[config.mk]
export PLATFORM = sky130hd
export DESIGN_NAME = upg_loader
export DESIGN_NICKNAME = d
export VERILOG_FILES = /design/src/rtl/upg_loader.sv
export SDC_FILE = /design/constraint.sdc
export NUM_CORES = 1
export LEC_CHECK = 0
export CAP_MARGIN = 40
export CORE_ASPECT_RATIO = 0.9
export CORE_MARGIN = 2
export CORE_UTILIZATION = 35
export CTS_CLUSTER_DIAMETER = 200
export DETAILED_ROUTE_END_ITERATION = 10
export SLEW_MARGIN = 20
export SYNTH_ARGS = -nofsm -noshare
export SYNTH_HDL_FRONTEND = slang
export SYNTH_SLANG_ARGS = --single-unit
export TNS_END_PERCENT = 10
[constraint.sdc]
create_clock -name clk -period 6 [get_ports clk]
set_input_delay 1.8 -clock clk [delete_from_list [all_inputs] [get_ports clk]]
set_output_delay 1.8 -clock clk [all_outputs]
set_load 0.02 [all_outputs]
[src/rtl/upg_loader.sv]
// UART upgrade loader: parses SEG/CNT/payload frames into 32-bit memory writes.
// Define UPG_CHECKSUM_EN to require a trailing XOR checksum byte after the last segment.
module upg_loader #(
    parameter int unsigned TIMEOUT_CYCLES = 1000000
) (
    input  logic        clk,
    input  logic        rst,
    input  logic [7:0]  rx_data,
    input  logic        rx_valid,
    output logic        upg_wen_o,
    output logic [14:0] upg_adr_o,
    output logic [31:0] upg_dat_o,
    output logic        upg_done_o,
    output logic        upg_err_o,
    output logic        busy_o
);

    localparam int GAP_W = $clog2(TIMEOUT_CYCLES + 1);
    localparam logic [15:0] MAX_WORDS = 16'd16384;

    typedef enum logic [2:0] {IDLE, CNT0, CNT1, PAYLOAD, CHECK, DONE} state_t;

    state_t             state_q, state_d;
    logic               in_frame_q, in_frame_d;
    logic               seg_q, seg_d;
    logic               last_q, last_d;
    logic [7:0]         cnt_lo_q, cnt_lo_d;
    logic [14:0]        cnt_q, cnt_d;
    logic [14:0]        idx_q, idx_d;
    logic [1:0]         bcnt_q, bcnt_d;
    logic [23:0]        sh_q, sh_d;
    logic [GAP_W-1:0]   gap_q, gap_d;
    logic               wen_q, wen_d;
    logic [14:0]        adr_q, adr_d;
    logic [31:0]        dat_q, dat_d;
    logic               done_q, done_d;
    logic               err_q, err_d;
`ifdef UPG_CHECKSUM_EN
    logic [7:0]         xsum_q, xsum_d;
`endif

    logic               seg_end;
    logic               go_err;
    logic               timeout;
    logic [15:0]        n_words;

    assign busy_o     = in_frame_q || ((state_q != IDLE) && (state_q != DONE));
    assign upg_wen_o  = wen_q;
    assign upg_adr_o  = adr_q;
    assign upg_dat_o  = dat_q;
    assign upg_done_o = done_q;
    assign upg_err_o  = err_q;

    always_comb begin
        state_d    = state_q;
        in_frame_d = in_frame_q;
        seg_d      = seg_q;
        last_d     = last_q;
        cnt_lo_d   = cnt_lo_q;
        cnt_d      = cnt_q;
        idx_d      = idx_q;
        bcnt_d     = bcnt_q;
        sh_d       = sh_q;
        wen_d      = 1'b0;
        adr_d      = adr_q;
        dat_d      = dat_q;
        done_d     = done_q;
        err_d      = err_q;
        seg_end    = 1'b0;
        go_err     = 1'b0;
        n_words    = {rx_data, cnt_lo_q};

        // Inter-byte gap only counts while a frame is in progress
        gap_d   = (!busy_o || rx_valid) ? '0 : gap_q + 1'b1;
        timeout = busy_o && !rx_valid && (gap_q == GAP_W'(TIMEOUT_CYCLES - 1));

`ifdef UPG_CHECKSUM_EN
        xsum_d = xsum_q;
        if (rx_valid && (state_q != CHECK)) begin
            xsum_d = (in_frame_q || (state_q == CNT0) || (state_q == CNT1) || (state_q == PAYLOAD))
                     ? (xsum_q ^ rx_data) : rx_data;
        end
`endif

        case (state_q)
            IDLE, DONE: begin
                if (rx_valid) begin
                    seg_d      = rx_data[0];
                    last_d     = rx_data[7];
                    done_d     = 1'b0;
                    err_d      = 1'b0;
                    idx_d      = '0;
                    bcnt_d     = '0;
                    in_frame_d = 1'b1;
                    state_d    = CNT0;
                end
            end
            CNT0: begin
                if (rx_valid) begin
                    cnt_lo_d = rx_data;
                    state_d  = CNT1;
                end
            end
            CNT1: begin
                if (rx_valid) begin
                    if (n_words == 16'd0) begin
                        seg_end = 1'b1;
                    end else if (n_words > MAX_WORDS) begin
                        go_err = 1'b1;
                    end else begin
                        cnt_d   = n_words[14:0];
                        state_d = PAYLOAD;
                    end
                end
            end
            PAYLOAD: begin
                if (rx_valid) begin
                    sh_d   = {rx_data, sh_q[23:8]};
                    bcnt_d = bcnt_q + 2'd1;
                    if (bcnt_q == 2'd3) begin
                        wen_d = 1'b1;
                        adr_d = {seg_q, idx_q[13:0]};
                        dat_d = {rx_data, sh_q};
                        idx_d = idx_q + 15'd1;
                        if ((idx_q + 15'd1) == cnt_q) begin
                            seg_end = 1'b1;
                        end
                    end
                end
            end
            CHECK: begin
`ifdef UPG_CHECKSUM_EN
                if (rx_valid) begin
                    if (rx_data == xsum_q) begin
                        done_d     = 1'b1;
                        in_frame_d = 1'b0;
                        state_d    = DONE;
                    end else begin
                        go_err = 1'b1;
                    end
                end
`else
                done_d     = 1'b1;
                in_frame_d = 1'b0;
                state_d    = DONE;
`endif
            end
            default: state_d = IDLE;
        endcase

        // A non-last segment parks in IDLE with in_frame held so busy_o stays high
        if (seg_end) begin
            state_d = last_q ? CHECK : IDLE;
        end

        if (go_err || timeout) begin
            err_d      = 1'b1;
            done_d     = 1'b0;
            in_frame_d = 1'b0;
            state_d    = IDLE;
        end
    end

    always_ff @(posedge clk or negedge rst) begin
        if (!rst) begin
            state_q    <= IDLE;
            in_frame_q <= 1'b0;
            seg_q      <= 1'b0;
            last_q     <= 1'b0;
            cnt_lo_q   <= '0;
            cnt_q      <= '0;
            idx_q      <= '0;
            bcnt_q     <= '0;
            sh_q       <= '0;
            gap_q      <= '0;
            wen_q      <= 1'b0;
            adr_q      <= '0;
            dat_q      <= '0;
            done_q     <= 1'b0;
            err_q      <= 1'b0;
`ifdef UPG_CHECKSUM_EN
            xsum_q     <= '0;
`endif
        end else begin
            state_q    <= state_d;
            in_frame_q <= in_frame_d;
            seg_q      <= seg_d;
            last_q     <= last_d;
            cnt_lo_q   <= cnt_lo_d;
            cnt_q      <= cnt_d;
            idx_q      <= idx_d;
            bcnt_q     <= bcnt_d;
            sh_q       <= sh_d;
            gap_q      <= gap_d;
            wen_q      <= wen_d;
            adr_q      <= adr_d;
            dat_q      <= dat_d;
            done_q     <= done_d;
            err_q      <= err_d;
`ifdef UPG_CHECKSUM_EN
            xsum_q     <= xsum_d;
`endif
        end
    end

endmodule

==> flow_metrics.tcl, run 1 <==
set metrics [dict create \
    clock-sinks 140 \
    rsz0062_at_grt "false" \
    dr.pass1.iters 5 \
    finalNonFillerCells 927 \
    tightest_slew_ns 0.7520 \
    end_kind "output pin" \
    drc 0 \
    finalSetupViolations 0 \
    startpoint_type "register" \
    syn-instance-count 618 \
    status "completed" \
    dp_hpwl_um 9841 \
    synth_seq_cells 140 \
    ctsHoldBuffers 0 \
    hold_violations 0 \
    post-cts-setup-buffer-count 0 \
    drv_cap 0 \
    p_per_area_nw_per_um2 442.0 \
    synth_area_leaders "dfrtp_1, nand2_1, mux2_1, xnor2_1, xor2_1" \
    synth_edf_count 0 \
    portBuffers 61 \
    grt_pass1_vias 4671 \
    core_area_um2 17670 \
    antenna_found_initial 0 \
    cts_tree "yes" \
    seq_area_frac_synth_pct 55.49 \
    ir_drop_uv 272.6 \
    cts-htree-levels 4 \
    num_io_pins 62 \
    dieArea_um2 19130 \
    grt_overflow 0 \
    cts_root_buffer "clkbuf_16" \
    ys_warn_count 0 \
    crit_type "reg2out" \
    fp.dieH_um 131.4 \
    max_freq_mhz 254.1 \
    syn_avg_cell_area_um2 10.22 \
    dieWidth_um 145.6 \
    fillers 1689 \
    p_leak_uw 0.003534 \
    internal_power_uw 2267 \
    drtIter0Drc 380 \
    slew_violations 0 \
    vias_per_cell 4.990 \
    finalWorstSetupSlack_ns 2.065 \
    worstSkewPairLatency_ns 0.43 \
    final_nets 688 \
    synth_largest_area_cell "dfrtp_1" \
    cpPeakStageDelay_ns 0.58 \
    final_cell_mix "nand2_1, dfrtp_1, clkdlybuf4s50_1" \
    min_period_ns 3.935 \
    gr-usage-all-layers_pct 16.03 \
    syn2layout_area_growth_pct 22.77 \
    drt-total-wl_um 14540 \
    wl_per_cell_um 15.69 \
    clk_pin_slew_ns 0.07 \
    yosysUniqueCellTypes 51 \
    power_switching_uw 1159 \
    num_rows 46 \
    drive_gt1_share_pct 9.753 \
    cp.arrival_ns 2.13 \
    ant_nets 0 \
    finClkSkew_ns 0.007619 \
    cts_buffer_depth 2 \
    relSlewSlack_pct 49.59 \
    timing.setup.tns_ns 0 \
    combPwrFrac_pct 26.5 \
    cp.required_ns 4.20 \
    syn-cell-area_um2 6314 \
    place.gp.congestion 0.7949 \
    synth_top_area_share_pct 55.49 \
    dp_slack_ns 1.652 \
    swShare_pct 33.83 \
    async_reset_ff_share_pct 100.0 \
    num_vias 4626 \
    path_max_fanout 11 \
    start_util_pct 35.73 \
    p_clk_share_pct 30.3 \
    antenna_cells 0 \
    slowest_stage "dfrtp_1" \
    numCtsBuffers 17 \
    cts_resized 0 \
    synth_ff_type "dfrtp_1" \
    placed_cells 895 \
    layout_commonest_cell "nand2_1" \
    grt_max_degree 78 \
    hold_path_class "reg2reg" \
    seq_power_share_pct 43.2 \
    fin_crit_sh_pct 65.58 \
    grt_pass1_wl_um 24570 \
    cp_cell_sequence "xor2_1 -> or3_1 -> clkdlybuf4s50_1" \
    syn-num-nets 632 \
]
## path summary, 6_finish.rpt
| check | start | to | slack, ns | depth (start not counted) |
|---|---|---|---|---|
| min in group asynchronous | rst | upg_dat_o[25] | 1.22 | 1 |
| worst min-delay path | sh_q[7] | upg_dat_o[7] | 0.47 | 2 |
| worst max-delay path | state_q[0] | busy_o | 2.07 | 3 |
| max in group asynchronous | rst | cnt_q[12] | 3.55 | 3 |
| worst max register to register | idx_q[0] | state_q[2] | 3.58 | 7 |
| worst min register to register | sh_q[7] | upg_dat_o[7] | 0.47 | 2 |
## power by group through the flow
stage          clock, uW  combinational, uW  sequential [uW]
4_1_cts             1060                922             1490
5_1_grt             1110                999             1520
3_3_place_gp           0                889             1490
3_5_place_dp           0                918             1500
6_report            1040                909             1480
2_1_floorplan          0                495             1510
## worst max-delay path, delay by kind of cell (launching register included)
kind | cells | cell delay (ns)
XOR/XNOR | 1 | 0.19
AND/OR/NAND/NOR | 1 | 0.36
flip-flops | 1 | 0.58
buffers and inverters | 1 | 0.57
## synthesized netlist by cell type (3+ instances only)
library cell  number
nand3_1           23
o31ai_1            5
a21oi_1            8
dfrtp_1          140
o21ai_1           22
nand3b_1           3
o21ai_0            5
mux2_2            13
xor2_1            18
clkbuf_1          17
xnor2_1           18
and4_1             5
nand2b_1           7
buf_2              8
nor4_1             9
and3_1             8
or3_1              3
ha_1               3
mux2_1            34
buf_1              4
a31oi_1            4
nand2_1          168
nor2_1            33
nor4_2             3
nand4_1           12
nor3_1             6
buf_4              3
inv_1              5
## flip-flops by register name, indices dropped and copies added, names as in the netlist, 2 cells and up
signal and cells:
sh_q 24, cnt_q 15, gap_q 20, idx_q 15, upg_dat_o 32, cnt_lo_q 8, bcnt_q 2, state_q 3
upg_adr_o 15
## per-stage QoR
stage / cell area, um^2 / utilization [%] / hold slack, ns / total power, uW
4_1_cts: 7751 / 43.87 / 0.4706 / 3466
5_1_grt: 7751 / 43.87 / 0.4911 / 3632
6_report: 7751 / 43.87 / 0.4687 / 3426
3_5_place_dp: 7173 / 40.60 / 0.4527 / 2414
2_1_floorplan: 6314 / - / 0.4331 / 2006
3_3_place_gp: 7127 / 40.33 / 0.4575 / 2382
## kinds of logic after synthesis
kind of cell,Yosys count,share of synthesized area [%]
AOI/OAI and AO/OA,59,5.767
xor gates and xnor gates,36,4.994
adders and majority gates,3,0.5946
buffers and inverters,38,2.596
DFF,140,55.49
muxes,48,8.541
and+or+nand+nor,294,22.02
## routing by layer
metal | vias up | global-route usage, % | routed length [um]
met5 | - | 0 | 0
met3 | 15 | 4.063 | 587
li1 | 2225 | - | -
met2 | 96 | 23.75 | 6470
met1 | 2290 | 22.90 | 7271
met4 | 0 | 5.447 | 212
## final cells by class
cell class              instances  area, um^2  share of cell area, %
repair buffers                 69       695.7                  8.975
clock buffers                  18       429.2                  5.537
well taps                     240       300.3                  3.874
flip-flops and latches        140        3503                  45.20
multi-input cells             440        2651                  34.20
clock inverters                14       148.9                  1.921
inverters                       6       22.52                 0.2906
Power figures use the tool's default switching activity.
==> run 2, diff against run 1 <==
Clock period 6 ns to 3.25 ns, I/O delays scaled along.
==> run 2 against run 1 <==
Clock-buffer cell count increased by 2. Hold slack worse by 0.0013 ns. First-iteration DRC count down 11%. Flip-flop and latch count did not move. Clock skew down 0.0012 ns. Final area is 1.6% higher. Critical endpoint unchanged. Largest power group unchanged.
==> flow_metrics.tcl, run 2 (same netlist as run 1, synthesis figures left out) <==
set metrics [dict create \
    p_per_area_nw_per_um2 820.3 \
    cts_root_buffer "clkbuf_16" \
    num_io_pins 62 \
    final_nets 699 \
    gr-usage-all-layers_pct 15.71 \
    drc 0 \
    ir_drop_uv 445.3 \
    timing.setup.tns_ns 0 \
    p_clk_share_pct 31.5 \
    place.gp.congestion 0.8167 \
    combPwrFrac_pct 26.4 \
    crit_type "reg2out" \
    drive_gt1_share_pct 10.92 \
    swShare_pct 31.35 \
    start_util_pct 35.73 \
    final_cell_mix "nand2_1, dfrtp_1, clkdlybuf4s50_1" \
    dp_hpwl_um 9898 \
    largest_reg_flops 32 \
    seq_power_share_pct 42.0 \
    dieWidth_um 145.6 \
    num_rows 46 \
    dieArea_um2 19130 \
    grt_overflow 0 \
    status "completed" \
    vias_per_cell 4.984 \
    grt_pass1_vias 4775 \
    cts-htree-levels 4 \
    ant_nets 0 \
    cts_resized 0 \
    drtIter0Drc 340 \
    internal_power_uw 4437 \
    hold_slack_ns 0.4673 \
    post-cts-setup-buffer-count 0 \
    relSlewSlack_pct 52.64 \
    fp.dieH_um 131.4 \
    slew_violations 0 \
    power_switching_uw 2026 \
    grt_use_met3_pct 3.333 \
    finClkSkew_ns 0.006453 \
    use_met1_pct 22.16 \
    dr.pass1.iters 4 \
    drv_cap 0 \
    wl_per_cell_um 15.40 \
    antenna_found_initial 0 \
    end_kind "output pin" \
    drt-total-wl_um 14410 \
    ctsHoldBuffers 0 \
    dp_slack_ns 0.1697 \
    cts_tree "yes" \
    cp.required_ns 2.27 \
    finalWorstSetupSlack_ns 0.1806 \
    clock-sinks 140 \
    cp.arrival_ns 2.09 \
    fin_util_pct 44.59 \
    max_freq_mhz 325.8 \
    grt_pass1_wl_um 24280 \
    use_met2_pct 23.80 \
    grt-busiest-layer "met2" \
    num_vias 4665 \
    rsz0062_at_grt "false" \
    min_period_ns 3.069 \
    path_max_fanout 11 \
    hold_path_class "reg2reg" \
    p_leak_uw 0.003597 \
    syn2layout_area_growth_pct 24.79 \
    grt_max_degree 66 \
    startpoint_type "register" \
    p_total_uw 6463 \
    hold_violations 0 \
    antenna_cells 0 \
    clk_pin_slew_ns 0.06 \
    worstSkewPairLatency_ns 0.42 \
    tightest_slew_ns 0.7103 \
    finalSetupViolations 0 \
    numCtsBuffers 17 \
    cts_buffer_depth 2 \
    portBuffers 61 \
    fin_crit_sh_pct 94.44 \
    layout_commonest_cell "nand2_1" \
    core_area_um2 17670 \
]
## run 2: area by class of cell
class | count | area [um^2]
multi-input combinational | 440 | 2651
timing repair buffer | 80 | 779.5
sequential | 140 | 3503
inverter | 6 | 22.52
clock buffer | 20 | 456.7
clock inverter | 10 | 165.2
fill | 1655 | 9791
tap | 240 | 300.3
## run 2: power by group through the flow
stage | logic (uW) | clock network [uW] | registers (uW)
after floorplan | 913 | 0 | 2790
after global placement | 1660 | 0 | 2730
after detailed placement | 1720 | 0 | 2740
after CTS | 1730 | 2080 | 2720
after global routing | 1870 | 2160 | 2800
final | 1710 | 2040 | 2720
## run 2: path summary, 6_finish.rpt
path | startpoint | endpoint | slack (ns) | cells after the start
setup reg to reg | idx_q[0] | state_q[2] | 0.80 | 7
setup / recovery | state_q[0] | busy_o | 0.18 | 3
hold / removal | sh_q[5] | upg_dat_o[5] | 0.47 | 2
hold reg to reg | sh_q[5] | upg_dat_o[5] | 0.47 | 2
max in group asynchronous | rst | cnt_q[8] | 1.98 | 2
min in group asynchronous | rst | upg_adr_o[2] | 0.55 | 1
## run 2: per-stage QoR
step / cell area [um^2] / std cells
floorplan: 6314 / 618
CTS: 7879 / 936
global placement: 7249 / 905
finish: 7879 / 936
global route: 7879 / 936
detailed placement: 7257 / 906
## run 2: critical path, cell delays in order (launching register included)
cell and delay (ns):
dfrtp_1 0.56, xor2_1 0.19, or3_1 0.37, clkdlybuf4s50_1 0.56
## run 2: layer usage
metal  part of all wire, %  up-vias  wire length [um]
met5                     0        -                 0
met4                   1.3        0               193
met3                   4.0       15               576
met2                    45      111              6503
met1                    50     2306              7139
li1                      -     2233                 -
==> run 3, diff against run 2 <==
Settings changed: CORE_ASPECT_RATIO 0.9 to 1.4.
==> run 3 against run 2 <==
Sequential share of layout area increased by 0.18 points. Critical path depth unchanged. Critical path type unchanged. Clock-buffer cell count fell by 3. Largest cell class unchanged. Routed wire length decreased by 0.19%. Largest power group unchanged.
==> flow_metrics.tcl, run 3 (same netlist as run 1, synthesis figures left out) <==
set metrics [dict create \
    end_kind "output pin" \
    cts-htree-levels 4 \
    start_util_pct 35.37 \
    gr-usage-all-layers_pct 15.76 \
    vias_per_cell 4.970 \
    grt_pass1_wl_um 24320 \
    cpPeakStageDelay_ns 0.58 \
    num_rows 58 \
    numCtsBuffers 17 \
    wl_per_cell_um 15.37 \
    clk_pin_slew_ns 0.07 \
    fillers 1724 \
    syn2layout_area_growth_pct 24.28 \
    startpoint_type "register" \
    drv_cap 0 \
    cts_buffer_depth 2 \
    antenna_cells 0 \
    hold_slack_ns 0.4637 \
    dieWidth_um 117.5 \
    finalSetupViolations 0 \
    worstSkewPairLatency_ns 0.42 \
    crit_type "reg2out" \
    tightest_slew_ns 0.6930 \
    portBuffers 61 \
    p_leak_uw 0.003583 \
    drt-total-wl_um 14390 \
    ant_nets 0 \
    core_area_um2 17850 \
    timing.setup.tns_ns 0 \
    fin_util_pct 43.95 \
    rsz0062_at_grt "false" \
    grt_pass1_vias 4839 \
    p_per_area_nw_per_um2 815.7 \
    ctsHoldBuffers 0 \
    cp.arrival_ns 2.12 \
    startpoint "state_q[0]" \
    placed_cells 904 \
    cts_resized 0 \
    drc 0 \
    antenna_found_initial 0 \
    finalWorstSetupSlack_ns 0.1550 \
    dieArea_um2 19140 \
    cts_tree "yes" \
    finalNonFillerCells 936 \
    dp_hpwl_um 9803 \
    seq_area_um2 3503 \
    place.gp.congestion 0.8168 \
    hold_violations 0 \
    clock-sinks 140 \
    max_freq_mhz 323.1 \
    slowest_stage "dfrtp_1" \
    finClkSkew_ns 0.008475 \
    drtIter0Drc 115 \
    reg2reg_from "idx_q[0]" \
    status "completed" \
    cp_cell_sequence "xor2_1 -> or3_1 -> clkdlybuf4s50_1" \
    num_vias 4652 \
    ir_drop_uv 445.3 \
    cp.required_ns 2.27 \
    grt_max_degree 66 \
    fp.dieH_um 162.9 \
    post-cts-setup-buffer-count 0 \
    num_io_pins 62 \
    drive_gt1_share_pct 11.06 \
    fin_crit_sh_pct 95.23 \
    largest_reg_flops 32 \
    layout_commonest_cell "nand2_1" \
    cp_top_family "flip-flops" \
    relSlewSlack_pct 53.80 \
    final_nets 697 \
    slew_violations 0 \
    cts_root_buffer "clkbuf_16" \
    final_cell_mix "nand2_1, dfrtp_1, clkdlybuf4s50_1" \
    dp_slack_ns 0.1977 \
    grt_overflow 0 \
    min_period_ns 3.095 \
    critical_path_buf_inv_count 1 \
    multi_input_area_um2 2651 \
    holdCritStartpoint "sh_q[4]" \
    dr.pass1.iters 4 \
    hold_path_class "reg2reg" \
    path_max_fanout 11 \
]
==> run 3: worst paths after layout <==
| check | end | slack [ns] | depth (start not counted) |
|---|---|---|---|
| worst max-delay path | busy_o | 0.15 | 3 |
| worst min-delay path | upg_dat_o[4] | 0.46 | 2 |
| worst max register to register | state_q[2] | 0.81 | 7 |
| worst min register to register | upg_dat_o[4] | 0.46 | 2 |
| max in group asynchronous | sh_q[8] | 1.96 | 2 |
| min in group asynchronous | upg_adr_o[5] | 0.54 | 1 |
==> run 3: worst min-delay path: stages, from the launching register on <==
cell	delay (ns)
dfrtp_1	0.34
nand2_1	0.05
nand2_1	0.05
==> run 3: cell type report <==
type,count,share of cell area [%]
Multi-Input combinational cell,440,33.79
Clock inverter,15,2.280
Timing Repair Buffer,78,9.743
Sequential cell,140,44.65
Tap cell,240,3.827
Clock buffer,17,5.422
Inverter,6,0.2870
==> run 3: per-stage QoR <==
stage | power (uW) | area, um^2
after floorplan | 3703 | 6314
after global placement | 4387 | 7234
after detailed placement | 4458 | 7242
after CTS | 6476 | 7846
after global routing | 6776 | 7846
final | 6400 | 7846
==> run 3: routing by layer <==
layer	up-vias	share of wire (%)	track usage, %
met4	0	2.2	6.407
li1	2234	-	-
met2	95	50	26.85
met5	-	0	0
met3	24	3.5	3.782
met1	2299	44	19.29
==> run 3: power breakdown <==
group	internal [uW]	leakage, uW	switching [uW]
registers	2270	0.00183	415
clock network	1160	0.000291	816
logic	848	0.00146	885
total	4280	0.00358	2120
